==> src/rtl/rsc_encoder_pair.sv <==
// Paired 8-state RSC constituent encoders (g0=1+D^2+D^3, g1=1+D+D^3) for the NB-IoT turbo encoder.
// After K accepted bits both shift registers freeze and are presented with done=2'b11 for trellis termination.
module rsc_encoder_pair #(
   parameter int KW   = 13,
   parameter int KMIN = 40,
   parameter int KMAX = 6144
) (
   input  logic          clk,
   input  logic          rst,
   input  logic          start,
   input  logic [KW-1:0] blk_len,
   input  logic          in_valid,
   input  logic          c_in,
   input  logic          ci_in,
   output logic          out_valid,
   output logic          x,
   output logic          z,
   output logic          zi,
   output logic          busy,
   output logic          err,
   output logic [0:1]    done,
   output logic [1:3]    n,
   output logic [1:3]    m
);

   typedef enum logic [1:0] {IDLE, RUN, DONE} state_t;

   state_t        r_state, w_nextState;
   logic [KW-1:0] r_blkLen, r_count;
   logic [1:3]    r_n, r_m;
   logic [0:1]    r_done;
   logic          r_outValid, r_x, r_z, r_zi, r_err;

   logic w_legal, w_accept, w_last;
   logic w_a1, w_z1, w_a2, w_z2;

   // A start in the same cycle as a data bit takes priority, so that bit is never accepted.
   assign w_legal  = (blk_len >= KW'(KMIN)) && (blk_len <= KW'(KMAX));
   assign w_accept = (r_state == RUN) && in_valid && !start;
   assign w_last   = w_accept && (r_count == (r_blkLen - KW'(1)));

   assign w_a1 = c_in ^ r_n[2] ^ r_n[3];
   assign w_z1 = w_a1 ^ r_n[1] ^ r_n[3];
   assign w_a2 = ci_in ^ r_m[2] ^ r_m[3];
   assign w_z2 = w_a2 ^ r_m[1] ^ r_m[3];

   always_comb begin
      w_nextState = r_state;
      if (start) begin
         w_nextState = w_legal ? RUN : IDLE;
      end else if (w_last) begin
         w_nextState = DONE;
      end
   end

   // State registers are only touched by start or an accepted bit; otherwise the encoders hold.
   always_ff @(posedge clk) begin
      if (rst) begin
         r_state    <= IDLE;
         r_blkLen   <= '0;
         r_count    <= '0;
         r_n        <= 3'b000;
         r_m        <= 3'b000;
         r_done     <= 2'b00;
         r_outValid <= 1'b0;
         r_x        <= 1'b0;
         r_z        <= 1'b0;
         r_zi       <= 1'b0;
         r_err      <= 1'b0;
      end else begin
         r_state    <= w_nextState;
         r_outValid <= w_accept;
         if (start) begin
            r_n     <= 3'b000;
            r_m     <= 3'b000;
            r_done  <= 2'b00;
            r_count <= '0;
            r_err   <= !w_legal;
            if (w_legal) begin
               r_blkLen <= blk_len;
            end
         end else if (w_accept) begin
            r_n     <= {w_a1, r_n[1], r_n[2]};
            r_m     <= {w_a2, r_m[1], r_m[2]};
            r_x     <= c_in;
            r_z     <= w_z1;
            r_zi    <= w_z2;
            r_count <= r_count + KW'(1);
            if (w_last) begin
               r_done <= 2'b11;
            end
         end
      end
   end

   assign out_valid = r_outValid;
   assign x         = r_x;
   assign z         = r_z;
   assign zi        = r_zi;
   assign busy      = (r_state == RUN);
   assign err       = r_err;
   assign done      = r_done;
   assign n         = r_n;
   assign m         = r_m;

endmodule

==> config.mk <==
export PLATFORM = sky130hd
export DESIGN_NAME = rsc_encoder_pair
export DESIGN_NICKNAME = d
export VERILOG_FILES = /design/src/rtl/rsc_encoder_pair.sv
export SDC_FILE = /design/constraint.sdc
export NUM_CORES = 1
export LEC_CHECK = 0
export BUFFER_PORTS_ARGS = -buffer_cell sky130_fd_sc_hd__buf_2
export CORE_MARGIN = 3
export CORE_UTILIZATION = 60
export CTS_CLUSTER_SIZE = 30
export DETAILED_ROUTE_END_ITERATION = 12
export PLACE_DENSITY = 0.84
export REMOVE_ABC_BUFFERS = 1
export SETUP_SLACK_MARGIN = 0.3
export SYNTH_ARGS = -nofsm -noshare
export SYNTH_HDL_FRONTEND = slang
export SYNTH_SLANG_ARGS = --single-unit
==> constraint.sdc <==
create_clock -name clk -period 3.9 [get_ports clk]
set_clock_uncertainty 0.05 [all_clocks]
set_input_delay 0.585 -clock clk [delete_from_list [all_inputs] [get_ports clk]]
set_output_delay 0.585 -clock clk [all_outputs]
set_load 0.01 [all_outputs]
Yosys cells after proc, flatten, opt, wreduce, memory -nomap -nowiden

Index checks and enable logic that the tools add are counted.
Widths: inputs -> output; s select.

Reduce and logical (&&, ||, !) cells: 11
Muxes and demuxes: 3
Add/subtract/negate cells: 2
Equal/unequal tests: 2
Bitwise gates (word level): 9
Magnitude comparators: 2

Operators with widths:

| kind                  | number |
|---|---|
| $add 13x1->13 const B | 1 |
| $eq 13x13->1          | 1 |
| $ge 13x6->1 const B   | 1 |
| $le 13x13->1 const B  | 1 |
| $sub 13x1->13 const B | 1 |
| $xor 1x1->1           | 8 |
| $reduce_and 2->1      | 3 |
| $logic_and 1x1->1     | 4 |
| $mux 2                | 2 |
| $eq 2x1->1 const B    | 1 |
| $logic_not 1->1       | 2 |
| $reduce_bool 2->1     | 1 |
| $reduce_or 2->1       | 1 |
| $mux 1                | 1 |
| $not 1->1             | 1 |

Input bits: 19
Register bits: 40
Output and inout bits: 14

Depth between registers and ports, before layout

Depth after elaboration: 6
Mapped depth: 9
Gate-level depth less buffers: 8

Worst setup path after synthesis

No wires, ideal clock.

Kind: reg-to-reg
Start: register r_blkLen[0]
End: register r_state[0]
Arrival: 2,022 ps
Path slack: 1,692 ps
Setup time: 136 ps
Cell stages (with the launch flop): 10
Cells stage by stage: dfxtp_1 -> inv_1 -> ha_1 -> clkbuf_1 -> nand2_1 -> o31ai_1 -> o2111ai_1 -> or4_1 -> a2111oi_4 -> o22ai_1

Cells in the longest elaborated chain, start to end: 4

Ends and longest elaborated chain:

| element                            | RTL line | text |
|---|---|---|
| start: declaration                 | 29       | `logic [KW-1:0] r_blkLen, r_count;` |
| start signal: assignment           | 80       | `r_blkLen <= blk_len;` |
| $sub 13x1->13                      | 40       | `assign w_last = w_accept && (r_count == (r_blkLen - KW'(1)));` |
| $eq 13x13->1                       | 40       |  |
| $logic_and 1x1->1                  | 40       |  |
| $reduce_bool 2->1 (no source line) | -        |  |
| end signal: assignment             | 71       | `r_state <= w_nextState;` |
| end: declaration                   | 28       | `state_t r_state, w_nextState;` |

Every way passes these cells.
A chain may end at the register's enable or synchronous reset.

Final worst setup path

Ends and elaborated chain as after synthesis.

==> reports/qor.yml <==
numCtsBuffers: 5
netlist_area_um2: 2060
min_period_ps: 2410
initial_core_util_pct: 64.9
grt_max_degree: 22
clk_pin_slew_ps: 130
tightest_slew_ps: 454
worst_r2r_path_depth: 8
min_path_cells: 3
die-height_um: 64.6
cts_tree: "done"
antenna_found_initial: 0
crit_path_end_kind: "flop"
syn_area_per_cell_um2: 8.60
cts_setup_buffers: 0
grt.overflow.total: 0
yosysUniqueCellTypes: 44
grt_pass1_wl_mm: 7.31
fin_ws_ps: 1490
worstSkewPairLatency_ps: 360
cp_max_fo: 9
clockBufferDepth: 2
drive_gt1_share_pct: 19.1
dr_total_vias: 1736
status: "complete, no violations"
die_w_um: 64.6
maxCapViolCount: 0
final_cell_area_um2: 2300
syn_inst: 240
antenna_left: 0
ios: 33
clock.fmax_mhz: 415
pre_cts_slack_ps: 1280
path_cells: "inv_1 > ha_1 > nand2_1 > o31ai_1 > o2111ai_1 > or4_1 > a2111oi_4 > o22ai_1"
finalSetupTns_ps: 0
drcViolationCount: 0
port_buffers: 32
area_growth_pct: 11.6
final_nets: 287
regArea_um2: 801
cpMaxStageDelayCell: "or4_1"
slew_headroom_pct: 69.7
setup_viol: 0
critical_path_class: "flop to flop"
fill_cells: 263
rsz0062_at_grt: "false"
grtUsageTotal_pct: 22.1
report.final.hold_viol_count: 0
htreeDepth: 2
clock-sinks: 40
p_leak_nw: 0.959
drv_slew: 0
grt_pass1_vias: 1681
gp_congestion: 0.889
die_area_um2: 4180
r2r_slack_ps: 1490
post-dp-hpwl_mm: 3.12
wirelength_mm: 4.10
routedWlPerCell_um: 13.2
diodes: 0
num_rows: 20
ys_ff_latch: 40
ys_warn_count: 0
ctsHoldBuffers: 0
core_um2: 3180
drtIter0Drc: 108
cpPeakStageDelay_ps: 460
synth_seq_area_share_pct: 38.8
placed_area_um2: 2220
hp-class: "input port to flop"
multiInputGateArea_um2: 1170
final_util_pct: 72.4
peakVddDrop_v: 0.000315
cts-root-buf: "clkbuf_4"
routed_via_density: 5.58
post_cts_resized: 0
critical_path_required_ps: 4090
power.density_nw_per_um2: 356
fin_crit_sh_pct: 61.8
startpoint_type: "flop"
arrival_ps: 2600
drt_pass1_iterations: 4
[kinds of logic (layout without fill, tap and decap cells)]
family	Yosys count	in the layout	synth area share [%]
buffers and inverters	21	48	4.55
AND/OR/NAND/NOR	96	96	22.7
adder cells (fa/ha/maj)	2	2	1.21
XOR/XNOR	33	33	14.0
AO/OA/AOI/OAI	35	35	12.4
flip-flops	40	40	38.8
multiplexers	13	13	6.37
[synth_stat cells]
| master | count | area [um2] |
|---|---|---|
| nor4_1 | 3 | 18.8 |
| a2111oi_4 | 1 | 27.5 |
| inv_1 | 6 | 22.5 |
| nor3_1 | 8 | 40.0 |
| dfxtp_1 | 40 | 801 |
| o21ba_1 | 1 | 10.0 |
| and4_1 | 1 | 8.76 |
| o211a_1 | 1 | 10.0 |
| o21a_1 | 1 | 7.51 |
| o2111ai_1 | 1 | 8.76 |
| mux2i_1 | 12 | 120 |
| or4b_4 | 1 | 13.8 |
| nor3b_1 | 2 | 15.0 |
| o31ai_1 | 2 | 15.0 |
| xor2_1 | 18 | 158 |
| mux2_2 | 1 | 11.3 |
| buf_2 | 2 | 10.0 |
| nand2_1 | 17 | 63.8 |
| a31oi_1 | 1 | 6.26 |
| nor4bb_1 | 1 | 10.0 |
| or4_1 | 1 | 7.51 |
| o211ai_1 | 1 | 7.51 |
| nand4_1 | 5 | 31.3 |
| or3_1 | 3 | 18.8 |
| nand3_1 | 7 | 35.0 |
| a21oi_1 | 11 | 55.1 |
| o221a_2 | 3 | 33.8 |
| o22ai_1 | 2 | 12.5 |
| clkbuf_1 | 9 | 33.8 |
| o21ai_0 | 6 | 30.0 |
| buf_1 | 1 | 3.75 |
| buf_4 | 1 | 7.51 |
| a31o_2 | 1 | 8.76 |
| xnor2_1 | 15 | 131 |
| and3_1 | 2 | 12.5 |
| clkbuf_2 | 1 | 5.00 |
| ha_1 | 2 | 25.0 |
| nor2b_1 | 4 | 25.0 |
| a211oi_1 | 3 | 22.5 |
| or4_4 | 1 | 11.3 |
| or2_2 | 1 | 6.26 |
| nand3b_1 | 1 | 7.51 |
| nor2_1 | 38 | 143 |
| buf_6 | 1 | 11.3 |
[through the flow]
stage / hold slack (ps) / cells / total power, mW
finish: 415 / 311 / 0.819
global route: 409 / 311 / 0.862
CTS: 414 / 311 / 0.824
detailed placement: 414 / 303 / 0.559
global placement: 408 / 303 / 0.556
floorplan: 387 / 225 / 0.522
[final cells by class]
cell class              count  area share, %
well taps                  44           2.39
inverters                   6          0.978
multi-input cells         179           50.8
repair buffers             34           7.61
flip-flops and latches     40           34.8
clock buffers               5           1.63
clock inverters             3           1.85
[cells in the final DEF (no fill, tap or decap), types with 2 or more instances in the layout]
cell type  synthesis  final
dfxtp_1           40     40
nor2_1            38     38
buf_2              2     32
xor2_1            18     18
nand2_1           17     17
xnor2_1           15     15
mux2i_1           12     12
a21oi_1           11     11
nor3_1             8      8
nand3_1            7      7
inv_1              6      6
o21ai_0            6      6
nand4_1            5      5
clkbuf_4           0      5
nor2b_1            4      4
nor4_1             3      3
or3_1              3      3
o221a_2            3      3
a211oi_1           3      3
o31ai_1            2      2
and3_1             2      2
nor3b_1            2      2
o22ai_1            2      2
ha_1               2      2
buf_4              1      2
[sequential cells by signal (all words and copies together), names as in the netlist]
register   cells
r_blkLen      13
r_count       13
m              3
n              3
r_state        2
done           1
err            1
out_valid      1
x              1
z              1
zi             1
[path summary, 6_finish.rpt]
path                                 start                        to
hold / removal                  blk_len[2]  r_blkLen[2]$_SDFFE_PP0P_
hold reg to reg             z$_SDFFE_PP0P_            z$_SDFFE_PP0P_
setup / recovery  r_blkLen[0]$_SDFFE_PP0P_   r_state[0]$_SDFFE_PP0P_
setup reg to reg  r_blkLen[0]$_SDFFE_PP0P_   r_state[0]$_SDFFE_PP0P_
[critical path, delay by kind of cell (launching register included)]
family                   cells  cell delay, ps
AO/OA/AOI/OAI                4             900
adder cells (fa/ha/maj)      1             310
buffers and inverters        1              90
flip-flops                   1             400
AND/OR/NAND/NOR              2             550
[per-layer routing]
| layer | track usage, % | up-vias | wire (um) |
|---|---|---|---|
| met5 | 0 | - | 0 |
| met4 | 10.0 | 0 | 72 |
| met3 | 4.68 | 9 | 157 |
| met2 | 34.4 | 39 | 1890 |
| met1 | 29.4 | 800 | 1980 |
| li1 | - | 888 | - |
[report_power, final]
group | internal (mW) | switching [mW] | total, mW | leakage, nW
registers | 0.420 | 0.0160 | 0.436 | 0.325
clock network | 0.134 | 0.134 | 0.268 | 0.0412
logic | 0.0529 | 0.0622 | 0.115 | 0.593
No activity file was read; power rests on OpenSTA's default activity.
